File: src/rtl/huffman_table_loader.sv
// huffman_table_loader
// Turns the serialized Huffman code-table header (count byte, then
// {character, {length, path[11:8]}, path[7:0]} triples) into one entry at a
// time for the table-register stage. Each entry is held on length/character/
// path with enable high until the stage answers with save_comp.
module huffman_table_loader #(
   parameter int MAX_LEN = 12,
   parameter int PATH_W  = 12
) (
   input  logic              clk,
   input  logic              rst,
   input  logic              start,
   input  logic [7:0]        in_data,
   input  logic              in_valid,
   output logic              in_ready,
   output logic [3:0]        length,
   output logic [7:0]        character,
   output logic [PATH_W-1:0] path,
   output logic              enable,
   input  logic              save_comp,
   output logic [8:0]        entries_loaded,
   output logic              busy,
   output logic              done,
   output logic              error
);

   localparam logic [3:0] MAX_LEN_C = 4'(MAX_LEN);

   typedef enum logic [2:0] {
      S_IDLE  = 3'd0,
      S_COUNT = 3'd1,
      S_CHAR  = 3'd2,
      S_HI    = 3'd3,
      S_LO    = 3'd4,
      S_WRITE = 3'd5,
      S_DONE  = 3'd6,
      S_ERROR = 3'd7
   } state_t;

   state_t     state_r;
   logic [8:0] remaining_r;
   logic       xfer_s;

   // A code length is usable only if it is non-zero and fits the decoder.
   function automatic logic len_legal(input logic [3:0] len);
      return (len != 4'd0) && (len <= MAX_LEN_C);
   endfunction

   // A header byte moves only when both sides agree in the same cycle.
   assign xfer_s = in_valid && in_ready;

   // Header parser FSM; every output is a register updated with the state.
   always_ff @(posedge clk) begin
      if (rst) begin
         state_r        <= S_IDLE;
         remaining_r    <= 9'd0;
         in_ready       <= 1'b0;
         enable         <= 1'b0;
         length         <= 4'd0;
         character      <= 8'd0;
         path           <= '0;
         entries_loaded <= 9'd0;
         busy           <= 1'b0;
         done           <= 1'b0;
         error          <= 1'b0;
      end else begin
         // done is a single-cycle pulse; only the final save raises it
         done <= 1'b0;
         case (state_r)
            S_IDLE, S_ERROR: begin
               if (start) begin
                  state_r        <= S_COUNT;
                  in_ready       <= 1'b1;
                  busy           <= 1'b1;
                  entries_loaded <= 9'd0;
                  error          <= 1'b0;
               end
            end
            S_COUNT: begin
               if (xfer_s) begin
                  // a count byte of zero stands for a full 256-entry table
                  remaining_r <= (in_data == 8'd0) ? 9'd256 : {1'b0, in_data};
                  state_r     <= S_CHAR;
               end
            end
            S_CHAR: begin
               if (xfer_s) begin
                  character <= in_data;
                  state_r   <= S_HI;
               end
            end
            S_HI: begin
               if (xfer_s) begin
                  length     <= in_data[7:4];
                  path[11:8] <= in_data[3:0];
                  if (len_legal(in_data[7:4])) begin
                     state_r <= S_LO;
                  end else begin
                     // stop consuming; the entry is never offered downstream
                     state_r  <= S_ERROR;
                     error    <= 1'b1;
                     in_ready <= 1'b0;
                     busy     <= 1'b0;
                  end
               end
            end
            S_LO: begin
               if (xfer_s) begin
                  path[7:0] <= in_data;
                  state_r   <= S_WRITE;
                  in_ready  <= 1'b0;
                  enable    <= 1'b1;
               end
            end
            S_WRITE: begin
               // fields stay frozen until the table stage confirms the store
               if (save_comp) begin
                  enable      <= 1'b0;
                  remaining_r <= remaining_r - 9'd1;
                  if (entries_loaded != 9'd256) begin
                     entries_loaded <= entries_loaded + 9'd1;
                  end
                  if (remaining_r == 9'd1) begin
                     state_r <= S_DONE;
                     done    <= 1'b1;
                     busy    <= 1'b0;
                  end else begin
                     state_r  <= S_CHAR;
                     in_ready <= 1'b1;
                  end
               end
            end
            S_DONE: begin
               state_r <= S_IDLE;
            end
            default: begin
               state_r  <= S_IDLE;
               in_ready <= 1'b0;
               enable   <= 1'b0;
               busy     <= 1'b0;
            end
         endcase
      end
   end

endmodule

File: config.mk
export PLATFORM = sky130hd
export DESIGN_NAME = huffman_table_loader
export DESIGN_NICKNAME = d
export VERILOG_FILES = /design/src/rtl/huffman_table_loader.sv
export SDC_FILE = /design/constraint.sdc
export NUM_CORES = 1
export LEC_CHECK = 0
export BUFFER_PORTS_ARGS = -buffer_cell sky130_fd_sc_hd__buf_2
export CAP_MARGIN = 15
export CORE_UTILIZATION = 48
export CTS_BUF_LIST = sky130_fd_sc_hd__clkbuf_16
export DETAILED_ROUTE_END_ITERATION = 6
export GPL_TIMING_DRIVEN = 0
export MAX_ROUTING_LAYER = met4
export PLACE_DENSITY = 0.71
export SLEW_MARGIN = 0
export SYNTH_ARGS = -nofsm -noshare
export SYNTH_HDL_FRONTEND = slang
export SYNTH_SLANG_ARGS = --single-unit
export TNS_END_PERCENT = 100
File: constraint.sdc
create_clock -name clk -period 2.07 [get_ports clk]
set_input_delay 0.1035 -clock clk [delete_from_list [all_inputs] [get_ports clk]]
set_output_delay 0.1035 -clock clk [all_outputs]
set_load 0.01 [all_outputs]
==> out/qor.csv, run 1 <==
stage,metric,value,unit
synthesis,top cells by area in the synthesized netlist,"dfxtp_1, mux2i_1, a21oi_1, nor2_1, nand2_1",
timing,Tightest Pin Transition,0.697,ns
cells_and_area,Filler cells,417,
timing,Worst slew margin,0.531,
global_route,GRT overflow,0,
critical_path,crit path kind,register to register,
synthesis,"Avg Cell Area, Syn",8.59,um2
power,Reg power frac,0.374,
clocking,setup bufs post-CTS,0,
timing,Setup TNS,0,ns
die,initial core utilization,0.512,
synthesis,most frequent cell after synthesis,dfxtp_1,
critical_path,CP Launch Type,register,
timing,Fin Clk Skew,0.00956,ns
power,P_sw,1.01,mW
timing,max-slew violations,0,
timing,final worst path period share,0.916,
synthesis,Synth Area in Simple Gates,0.208,
synthesis,Syn Std Cell Area,2480,um2
clocking,clock buffer depth,2,
synthesis,ys flop type,dfxtp_1,
power,pwr/cell area,982,nW/um2
critical_path,Critical Path RT,2.23,ns
global_route,initial antenna violation count,0,
drt,final routed DRC violation total,0,
flow_run,maxcap violations,0,
placed_design,GPL Wtd Cong,0.880,
power,Overall Power,2.94,mW
synthesis,Synth Area in XOR/XNOR,0.0247,
timing,Hold WS,0.102,ns
drt,first-iteration detailed-routing DRC count,166,
die,Die Wd,73.9,um
power,combinational share of power,0.297,
drt,via count,2346,
placed_design,Post-Place Cell Area,2810,um2
clocking,clk_lat worst skew,0.30,ns
critical_path,Crit Path Max Fanout,7,
synthesis,main combinational cell family by area after synthesis,compound AO/OA/AOI/OAI gates,
power,LEAKAGE,1.23,nW
timing,final setup violation count,0,
placed_design,Port Buffers,49,
global_route,largest net degree at the start of global routing,18,
synthesis,Yosys top cell by area,dfxtp_1,
cells_and_area,layout cell share with drive strength beyond 1,0.225,
synthesis,"Net Count, Synth",306,
critical_path,critical path capture point type,register,
synthesis,Synth Register Bits,50,
drt,DR vias/cell,5.68,
power,Int Pwr,1.93,mW
clocking,# resized after CTS,0,
die,Die Y,73.9,um
clocking,root buf cell,clkbuf_16,
critical_path,Worst EP arrival,2.06,ns
synthesis,post-synthesis async set-or-reset flop share,0,
timing,RSZ-0062 raised after global routing,no,
synthesis,"Seq/Total Area, Yosys",0.403,
clocking,clock sinks,50,
die,Core Region,4850,um2
drt,remaining antenna violation count,0,
die,Die ar.,5460,um2
power,clock share of power,0.329,
synthesis,Synth Area in Adders,0.0202,
clocking,"CTS clk-pin slew, worst paths",0.07,ns
synthesis,Synth top area share,0.403,
drt,Detailed Route WL,6.29,mm
global_route,GR Util All Layers,0.251,
outcome,run status,"finished, final reports clean",
synthesis,synth unique cells,50,
clocking,Post-CTS Hold Fix Bufs,0,
synthesis,synth cell count leaders,"dfxtp_1, nor2_1, nand2_1, a21oi_1, mux2i_1",
global_route,first-pass GRT wire length,10.0,mm
synthesis,Yosys warning count,0,
cells_and_area,# diodes,0,
synthesis,Post-synth EDFFs,0,
drt,Avg WL per Cell,15.2,um
synthesis,Compound-Gate Fraction of Synth Area,0.210,
cells_and_area,Layout area overhead,20.5,%
power,worst IR drop on VDD,0.529,mV
timing,Max Freq,0.527,GHz
timing,final hold vios,0,
synthesis,mux share of post-synthesis cell area,0.0811,
clocking,Num CTS Buffers,5,
min_path,Tightest Hold Check Type,input port to register,
placed_design,dpl hpwl,4.38,mm
global_route,vias in the first global route,2060,
die,Site Rows,25,
die,IO Count,51,
power,sw frac,0.343,
cells_and_area,final instance area,2990,um2
cells_and_area,NumNets Final,362,
timing,Tmin final,1.90,ns
clocking,CTS tree,done,
drt,router iterations before antenna repair,4,
cells_and_area,"Core Util, Final",0.617,
clocking,H-tree depth,2,
synthesis,Gate Count Post-Synth,289,
==> metrics by stage <==
step,setup WS [ns],cells
finish,0.173,413
floorplan,0.274,289
global route,0.0377,413
CTS,0.143,413
detailed placement,0.172,405
global placement,0.214,405
==> cells by family (layout without fill, tap and decap cells) <==
logic type,count (synthesis),after routing
AO/OA/AOI/OAI,75,75
AND/OR/NAND/NOR,105,105
multiplexers,20,20
flip-flops,50,50
adder cells (fa/ha/maj),4,4
XOR/XNOR,7,7
buffers and inverters,28,85
==> final timing paths <==
check | start | endpoint | slack, ns | depth (start not counted)
setup / recovery | remaining_r[2]$_SDFFE_PP0P_ | busy$_SDFFE_PP0P_ | 0.17 | 5
hold reg to reg | path[8]$_SDFFE_PP0P_ | path[8]$_SDFFE_PP0P_ | 0.46 | 2
setup reg to reg | remaining_r[2]$_SDFFE_PP0P_ | busy$_SDFFE_PP0P_ | 0.17 | 5
hold / removal | in_data[1] | path[9]$_SDFFE_PP0P_ | 0.10 | 3
==> flip-flops by register name, indices dropped and copies added, names as in the netlist, 3 cells and up <==
signal / cells
path: 12
remaining_r: 9
length: 4
character: 8
entries_loaded: 9
state_r: 3
==> worst max-delay path, cell delays in order, from the launching register on <==
cell and delay [ns]:
dfxtp_1 0.36, nor4_1 0.65, and3_1 0.34, nand2_1 0.08, o21ai_0 0.22, a221oi_1 0.11
==> power groups by stage <==
| stage | clock, mW | combinational, mW | sequential, mW |
|---|---|---|---|
| 3_5_place_dp | 0 | 0.855 | 1.12 |
| 5_1_grt | 1.02 | 0.962 | 1.11 |
| 6_report | 0.966 | 0.873 | 1.10 |
| 3_3_place_gp | 0 | 0.846 | 1.12 |
| 4_1_cts | 0.971 | 0.862 | 1.10 |
| 2_1_floorplan | 0 | 0.642 | 1.12 |
==> layout by cell type (no fill, tap or decap), types with 2 or more instances in the layout <==
cell / instances
nor2_1: 32
a211oi_1: 7
inv_1: 10
ha_1: 4
a31oi_1: 2
nand4_1: 3
o211ai_1: 3
mux2i_1: 19
buf_6: 2
nand2b_1: 4
nand3_1: 14
nor3_1: 3
and2_1: 2
o21ai_1: 3
nand2_1: 30
and3b_1: 2
a2111oi_4: 2
xnor2_1: 7
nor4_1: 4
a22oi_1: 2
a21oi_1: 27
or3_1: 2
clkbuf_1: 8
buf_2: 56
clkbuf_16: 5
dfxtp_1: 50
o21ai_0: 14
a2111oi_2: 2
==> final cells by class <==
type	instances	area [um2]	share of cell area
buffer	18	95.1	0.0318
clock buffer	5	125	0.0418
clock inverter	3	47.5	0.0159
inverter	10	37.5	0.0126
multi-input combinational	211	1360	0.453
sequential	50	1000	0.335
tap	67	83.8	0.0280
timing repair buffer	49	245	0.0820
==> layer usage <==
layer | track usage | part of all wire | wire [um] | vias up
met5 | - | 0 | 0 | -
met4 | 0.0833 | 0.013 | 82 | 0
met3 | 0.0412 | 0.056 | 349 | 8
met2 | 0.397 | 0.49 | 3050 | 80
met1 | 0.323 | 0.45 | 2800 | 1111
li1 | - | - | - | 1147
(Power assumes the default switching activity.)
==> run 2: changes to the inputs <==
--- a/config.mk
+++ b/config.mk
@@ -11,7 +11,6 @@
 export CTS_BUF_LIST = sky130_fd_sc_hd__clkbuf_16
 export DETAILED_ROUTE_END_ITERATION = 6
 export GPL_TIMING_DRIVEN = 0
-export MAX_ROUTING_LAYER = met4
 export PLACE_DENSITY = 0.71
 export SLEW_MARGIN = 0
 export SYNTH_ARGS = -nofsm -noshare
==> out/qor.csv, run 2 (synthesized netlist as in run 1, its figures left out) <==
stage,metric,value,unit,change
clocking,CTS tree,done,,unchanged
drt,DR vias/cell,5.73,,was 5.68
cells_and_area,max FFs per register,12,,unchanged
clocking,Num CTS Buffers,5,,unchanged
timing,Setup TNS,0,ns,unchanged
clocking,root buf cell,clkbuf_16,,unchanged
flow_run,maxcap violations,0,,unchanged
placed_design,GPL Wtd Cong,0.877,,was 0.880
cells_and_area,largest register by flop count,path,,unchanged
global_route,vias in the first global route,2099,,was 2060
timing,Tmin final,1.89,ns,was 1.90 ns
timing,max-slew violations,0,,unchanged
die,Die ar.,5460,um2,unchanged
cells_and_area,layout cell share with drive strength beyond 1,0.225,,unchanged
die,Die Y,73.9,um,unchanged
critical_path,crit-path cells,inv_1 > ha_1 > nor4b_1 > a31o_2 > a21oi_1 > nor2_1 > a22o_1,,was nor4_1 > and3_1 > nand2_1 > o21ai_0 > a221oi_1
cells_and_area,# diodes,0,,unchanged
critical_path,Critical Path RT,2.31,ns,was 2.23 ns
critical_path,CP Launch Type,register,,unchanged
timing,Worst slew margin,0.629,,was 0.531
clocking,H-tree depth,2,,unchanged
outcome,run status,"finished, final reports clean",,unchanged
critical_path,Crit Path Max Fanout,8,,was 7
clocking,Post-CTS Hold Fix Bufs,0,,unchanged
timing,RSZ-0062 raised after global routing,no,,unchanged
clocking,clk_lat worst skew,0.29,ns,was 0.30 ns
timing,Max Freq,0.528,GHz,was 0.527 GHz
power,LEAKAGE,1.23,nW,about the same
timing,final worst path period share,0.915,,was 0.916
power,worst IR drop on VDD,0.556,mV,was 0.529 mV
critical_path,critical path capture point type,register,,unchanged
clocking,clock sinks,50,,unchanged
critical_path,crit path kind,register to register,,unchanged
drt,remaining antenna violation count,0,,unchanged
placed_design,Port Buffers,49,,unchanged
drt,Avg WL per Cell,15.1,um,was 15.2 um
drt,via count,2366,,was 2346
die,IO Count,51,,unchanged
power,pwr/cell area,1010,nW/um2,was 982 nW/um2
global_route,largest net degree at the start of global routing,17,,was 18
timing,final setup violation count,0,,unchanged
cells_and_area,"Core Util, Final",0.621,,was 0.617
timing,Tightest Pin Transition,0.555,ns,was 0.697 ns
cells_and_area,"commonest cells after routing, fill and taps aside","buf_2, dfxtp_1, nor2_1",,unchanged
cells_and_area,Layout area overhead,21.3,%,was 20.5%
critical_path,Top Family by Delay on Critical Path,compound AO/OA/AOI/OAI gates,,was simple AND/OR/NAND/NOR gates
global_route,first-pass GRT wire length,10.1,mm,was 10.0 mm
drt,first-iteration detailed-routing DRC count,145,,was 166
min_path,Tightest Hold Check Type,input port to register,,unchanged
drt,final routed DRC violation total,0,,unchanged
critical_path,Worst EP arrival,2.13,ns,was 2.06 ns
drt,router iterations before antenna repair,4,,unchanged
clocking,setup bufs post-CTS,0,,unchanged
placed_design,dpl hpwl,4.33,mm,was 4.38 mm
critical_path,critical path's largest stage delay,0.45,ns,was 0.65 ns
cells_and_area,"most common cell after layout, fill and taps aside",buf_2,,unchanged
timing,final hold vios,0,,unchanged
global_route,GRT overflow,0,,unchanged
cells_and_area,NumNets Final,362,,unchanged
critical_path,WP buf/inv,1,,was 0
die,Die Wd,73.9,um,unchanged
clocking,"CTS clk-pin slew, worst paths",0.07,ns,about the same
critical_path,Crit-path slowest cell,nor4b_1,,was nor4_1
global_route,GR Util All Layers,0.244,,was 0.251
timing,Fin Clk Skew,0.00601,ns,was 0.00956 ns
die,Site Rows,25,,unchanged
global_route,initial antenna violation count,0,,unchanged
die,Core Region,4850,um2,unchanged
die,initial core utilization,0.512,,unchanged
cells_and_area,Largest regs,"path x12, entries_loaded x9, remaining_r x9",,unchanged
clocking,clock buffer depth,2,,unchanged
drt,Detailed Route WL,6.24,mm,was 6.29 mm
==> run 2: changes by cell type in the layout (fill, tap and decap cells not counted) <==
| cell | delta |
|---|---|
| bufinv_16 | +1 |
| inv_6 | -1 |
| nor4_1 | -1 |
| nor4_2 | +1 |
| nor4b_1 | +1 |
| nor4b_2 | -1 |
==> run 2: layout make-up <==
class,count,area [um2]
buffer,18,95.1
sequential,50,1000
timing repair buffer,49,245
inverter,10,37.5
multi-input combinational,211,1360
fill,446,1840
clock buffer,5,125
clock inverter,3,68.8
tap,67,83.8
==> run 2: timing repair <==
action	in CTS	in global routing
endpoints found under the hold margin	0	0
setup endpoints to repair	0	4
gates resized for setup	0	1
==> run 2: routing by layer <==
layer / global-route usage / wire, um / up-vias / part of all wire
li1: - / - / 1145 / -
met1: 0.331 / 2890 / 1132 / 0.46
met2: 0.395 / 2950 / 82 / 0.47
met3: 0.0439 / 335 / 7 / 0.054
met4: 0.0726 / 61 / 0 / 0.0098
met5: 0 / 0 / - / 0
==> run 2: path summary, 6_finish.rpt <==
check | startpoint | slack, ns | depth (start not counted) | to
worst max-delay path | entries_loaded[0]$_SDFFE_PP0P_ | 0.18 | 7 | entries_loaded[1]$_SDFFE_PP0P_
worst min-delay path | in_data[3] | 0.11 | 3 | path[11]$_SDFFE_PP0P_
worst max register to register | entries_loaded[0]$_SDFFE_PP0P_ | 0.18 | 7 | entries_loaded[1]$_SDFFE_PP0P_
worst min register to register | length[3]$_SDFFE_PP0P_ | 0.46 | 2 | length[3]$_SDFFE_PP0P_
==> run 2: power by group <==
| group | switching, mW | internal (mW) |
|---|---|---|
| logic | 0.551 | 0.322 |
| registers | 0.0680 | 1.03 |
| clock network | 0.376 | 0.695 |
==> run 2: metrics by stage <==
stage	instances	worst slack, ns	area, um2	hold slack (ns)	power (mW)
floorplan	289	0.274	2480	0.240	1.76
global placement	405	0.212	2810	0.411	1.96
detailed placement	405	0.195	2810	0.417	1.97
CTS	413	0.175	3010	0.113	3.03
global route	413	0.00337	3010	0.125	3.20
finish	413	0.177	3010	0.109	3.04
==> run 2: worst register-to-register path, stage by stage, from the launching register on <==
cell and delay (ns):
dfxtp_1 0.34, inv_1 0.08, ha_1 0.16, nor4b_1 0.45
a31o_2 0.40, a21oi_1 0.12, nor2_1 0.13, a22o_1 0.16
==> run 3: changes to the inputs <==
--- a/config.mk
+++ b/config.mk
@@ -5,10 +5,12 @@
 export SDC_FILE = /design/constraint.sdc
 export NUM_CORES = 1
 export LEC_CHECK = 0
+export ABC_AREA = 1
 export BUFFER_PORTS_ARGS = -buffer_cell sky130_fd_sc_hd__buf_2
 export CAP_MARGIN = 15
 export CORE_UTILIZATION = 48
 export CTS_BUF_LIST = sky130_fd_sc_hd__clkbuf_16
+export CTS_CLUSTER_SIZE = 40
 export DETAILED_ROUTE_END_ITERATION = 6
 export GPL_TIMING_DRIVEN = 0
 export PLACE_DENSITY = 0.71
==> out/qor.csv, run 3 <==
stage,metric,value,unit,change
outcome,run status,"finished, final reports clean",,unchanged
timing,Tmin final,1.62,ns,was 1.89 ns
synthesis,Gate Count Post-Synth,366,,was 289
drt,DR vias/cell,5.08,,was 5.73
cells_and_area,largest register by flop count,path,,unchanged
timing,final setup violation count,0,,unchanged
critical_path,Critical Path RT,2.23,ns,was 2.31 ns
drt,Avg WL per Cell,13.0,um,was 15.1 um
min_path,Tightest Hold Check Type,input port to register,,unchanged
cells_and_area,"commonest cells after routing, fill and taps aside","nand2_1, buf_2, dfxtp_1",,"was buf_2, dfxtp_1, nor2_1"
critical_path,crit path kind,register to register,,unchanged
power,worst IR drop on VDD,0.680,mV,was 0.556 mV
critical_path,critical path's largest stage delay,0.41,ns,was 0.45 ns
critical_path,CP Launch Type,register,,unchanged
timing,RSZ-0062 raised after global routing,no,,unchanged
clocking,# resized after CTS,0,,unchanged
timing,max-slew violations,0,,unchanged
drt,final routed DRC violation total,0,,unchanged
synthesis,most frequent cell after synthesis,nand2_1,,was dfxtp_1
power,pwr/cell area,1010,nW/um2,about the same
power,sw frac,0.367,,was 0.327
die,Core Region,5140,um2,was 4850 um2
synthesis,ys flop type,dfxtp_1,,unchanged
critical_path,end of the critical path,entries_loaded[4]$_SDFFE_PP0P_,,was entries_loaded[1]$_SDFFE_PP0P_
die,Die ar.,5650,um2,was 5460 um2
synthesis,"Avg Cell Area, Syn",7.01,um2,was 8.59 um2
synthesis,"Seq/Total Area, Yosys",0.390,,was 0.403
min_path,worst hold stages,3,,unchanged
global_route,initial antenna violation count,0,,unchanged
placed_design,Placed Cells,485,,was 405
power,Int Pwr,1.96,mW,was 2.05 mW
clocking,Post-CTS Hold Fix Bufs,0,,unchanged
clocking,Num CTS Buffers,5,,unchanged
clocking,CTS tree,done,,unchanged
critical_path,reg2reg path depth,10,,was 7
clocking,clock sinks,50,,unchanged
synthesis,Yosys top cell by area,dfxtp_1,,unchanged
synthesis,Yosys warning count,0,,unchanged
synthesis,Syn Std Cell Area,2570,um2,was 2480 um2
clocking,setup bufs post-CTS,0,,unchanged
placed_design,dpl hpwl,4.51,mm,was 4.33 mm
die,Die Y,75.1,um,was 73.9 um
timing,Fin Clk Skew,0.00764,ns,was 0.00601 ns
timing,Tightest Pin Transition,0.510,ns,was 0.555 ns
cells_and_area,max FFs per register,12,,unchanged
synthesis,top cells by area in the synthesized netlist,"dfxtp_1, nand2_1, a21oi_1, o21ai_0, inv_1",,"was dfxtp_1, mux2i_1, a21oi_1, nor2_1, nand2_1"
cells_and_area,Layout area overhead,19.7,%,was 21.3%
critical_path,Crit Path Max Fanout,10,,was 8
timing,final hold vios,0,,unchanged
cells_and_area,NumNets Final,439,,was 362
power,P_sw,1.14,mW,was 995 uW
cells_and_area,"most common cell after layout, fill and taps aside",nand2_1,,was buf_2
critical_path,Critical R2R Capture,entries_loaded[4]$_SDFFE_PP0P_,,was entries_loaded[1]$_SDFFE_PP0P_
power,clock share of power,0.313,,was 0.352
critical_path,Reg2Reg Launch Point,entries_loaded[0]$_SDFFE_PP0P_,,unchanged
synthesis,"Net Count, Synth",383,,was 306
synthesis,post-synthesis async set-or-reset flop share,0,,unchanged
global_route,GR Util All Layers,0.244,,about the same
drt,Detailed Route WL,6.39,mm,was 6.24 mm
cells_and_area,# diodes,0,,unchanged
critical_path,critical path capture point type,register,,unchanged
synthesis,synth cell count leaders,"nand2_1, dfxtp_1, inv_1, a21oi_1, nor2_1",,"was dfxtp_1, nor2_1, nand2_1, a21oi_1, mux2i_1"
clocking,"CTS clk-pin slew, worst paths",0.07,ns,about the same
global_route,GRT overflow,0,,unchanged
critical_path,most frequent CP cell,nand2_1,,
timing,Max Freq,0.617,GHz,was 0.528 GHz
critical_path,Critical Path Start,entries_loaded[0]$_SDFFE_PP0P_,,unchanged
drt,first-iteration detailed-routing DRC count,170,,was 145
global_route,first-pass GRT wire length,10.5,mm,was 10.1 mm
timing,final worst path period share,0.783,,was 0.915
die,initial core utilization,0.500,,was 0.512
timing,Worst slew margin,0.660,,was 0.629
synthesis,Synth top area share,0.390,,was 0.403
drt,router iterations before antenna repair,4,,unchanged
die,IO Count,51,,unchanged
critical_path,Crit-path slowest cell,dfxtp_1,,was nor4b_1
drt,via count,2505,,was 2366
clocking,clock buffer depth,2,,unchanged
critical_path,R2R Setup Slk,0.45,ns,was 0.18 ns
critical_path,Worst EP arrival,1.78,ns,was 2.13 ns
global_route,vias in the first global route,2287,,was 2099
die,Site Rows,26,,was 25
power,Overall Power,3.10,mW,was 3.04 mW
synthesis,Post-synth EDFFs,0,,unchanged
power,LEAKAGE,1.44,nW,was 1.23 nW
cells_and_area,Largest regs,"path x12, entries_loaded x9, remaining_r x9",,unchanged
synthesis,synth unique cells,32,,was 50
cells_and_area,layout cell share with drive strength beyond 1,0.227,,was 0.225
placed_design,Port Buffers,49,,unchanged
drt,remaining antenna violation count,0,,unchanged
die,Die Wd,75.1,um,was 73.9 um
power,Reg power frac,0.362,,was 0.361
global_route,largest net degree at the start of global routing,18,,was 17
clocking,clk_lat worst skew,0.29,ns,about the same
power,combinational share of power,0.325,,was 0.287
timing,Setup TNS,0,ns,unchanged
critical_path,crit-path cells,inv_1 > ha_1 > nand2_1 > nor2_1 > nand3_1 > nand2_1 > nand2_2 > nand2_2 > nand2_1 > a21oi_2,,was inv_1 > ha_1 > nor4b_1 > a31o_2 > a21oi_1 > nor2_1 > a22o_1
flow_run,maxcap violations,0,,unchanged
cells_and_area,Final Non-Filler Cells,493,,was 413
placed_design,GPL Wtd Cong,0.849,,was 0.877
clocking,H-tree depth,2,,unchanged
clocking,root buf cell,clkbuf_16,,unchanged
synthesis,Synth Register Bits,50,,unchanged
-- run 3: changes by cell type after synthesis, sizes merged, moves of 4 or more --
cell / delta
a2111oi: -4
a211oi: -7
a21oi: +16
inv: +39
mux2i: -19
nand2: +39
nand2b: -4
nand3: +15
nor2: +13
o21ai: +25
xnor2: -6
xor2: +4
-- run 3: area by class of cell --
class | instances | area (um2)
fillers | 541 | 2070
multi-input cells | 254 | 1290
flip-flops and latches | 50 | 1000
repair buffers | 49 | 245
inverters | 49 | 189
clock buffers | 5 | 125
well taps | 70 | 87.6
plain buffers | 13 | 82.6
clock inverters | 3 | 48.8
-- run 3: layer usage --
metal | up-vias | part of all wire | GRT usage | wire length (um)
met1 | 1138 | 0.46 | 0.328 | 2960
met3 | 7 | 0.047 | 0.0549 | 301
met4 | 0 | 0.010 | 0.0617 | 66
met5 | - | 0 | 0 | 0
met2 | 55 | 0.48 | 0.396 | 3060
li1 | 1305 | - | - | -
-- run 3: worst min path at each step --
stage,startpoint,to
6_report,in_data[3],path[3]$_SDFFE_PP0P_
5_1_grt,in_data[5],length[1]$_SDFFE_PP0P_
4_1_cts,in_data[3],path[3]$_SDFFE_PP0P_
3_5_place_dp,in_data[3],path[3]$_SDFFE_PP0P_
3_3_place_gp,in_data[3],path[3]$_SDFFE_PP0P_
2_1_floorplan,in_data[0],character[0]$_SDFFE_PP0P_
-- run 3: power groups by stage --
stage | clock network [mW] | registers, mW | logic, mW
detailed placement | 0 | 1.14 | 0.997
CTS | 0.983 | 1.12 | 1.00
finish | 0.971 | 1.12 | 1.01
global placement | 0 | 1.14 | 0.989
floorplan | 0 | 1.16 | 0.747
global route | 1.02 | 1.14 | 1.14
-- run 3: critical path: cells and delay by family, from the launching register on --
kind / cells / cell delay (ns)
DFF: 1 / 0.41
AOI/OAI and AO/OA: 1 / 0.05
and+or+nand+nor: 7 / 0.72
buffers and inverters: 1 / 0.09
adders and majority gates: 1 / 0.20
-- run 3: through the flow --
| stage | instance area (um2) | hold slack [ns] | setup slack, ns | util |
|---|---|---|---|---|
| floorplan | 2570 | 0.238 | 0.664 | - |
| global placement | 2900 | 0.406 | 0.482 | 0.564 |
| detailed placement | 2900 | 0.408 | 0.465 | 0.564 |
| CTS | 3070 | 0.109 | 0.451 | 0.598 |
| global route | 3070 | 0.121 | 0.329 | 0.598 |
| finish | 3070 | 0.107 | 0.450 | 0.598 |
-- run 3: cells by family after synthesis --
| family | count (synthesis) | share of synthesized area |
|---|---|---|
| buffers and inverters | 62 | 0.106 |
| DFF | 50 | 0.390 |
| AOI/OAI and AO/OA | 89 | 0.186 |
| xor gates and xnor gates | 5 | 0.0171 |
| and+or+nand+nor | 156 | 0.282 |
| adders and majority gates | 4 | 0.0195 |
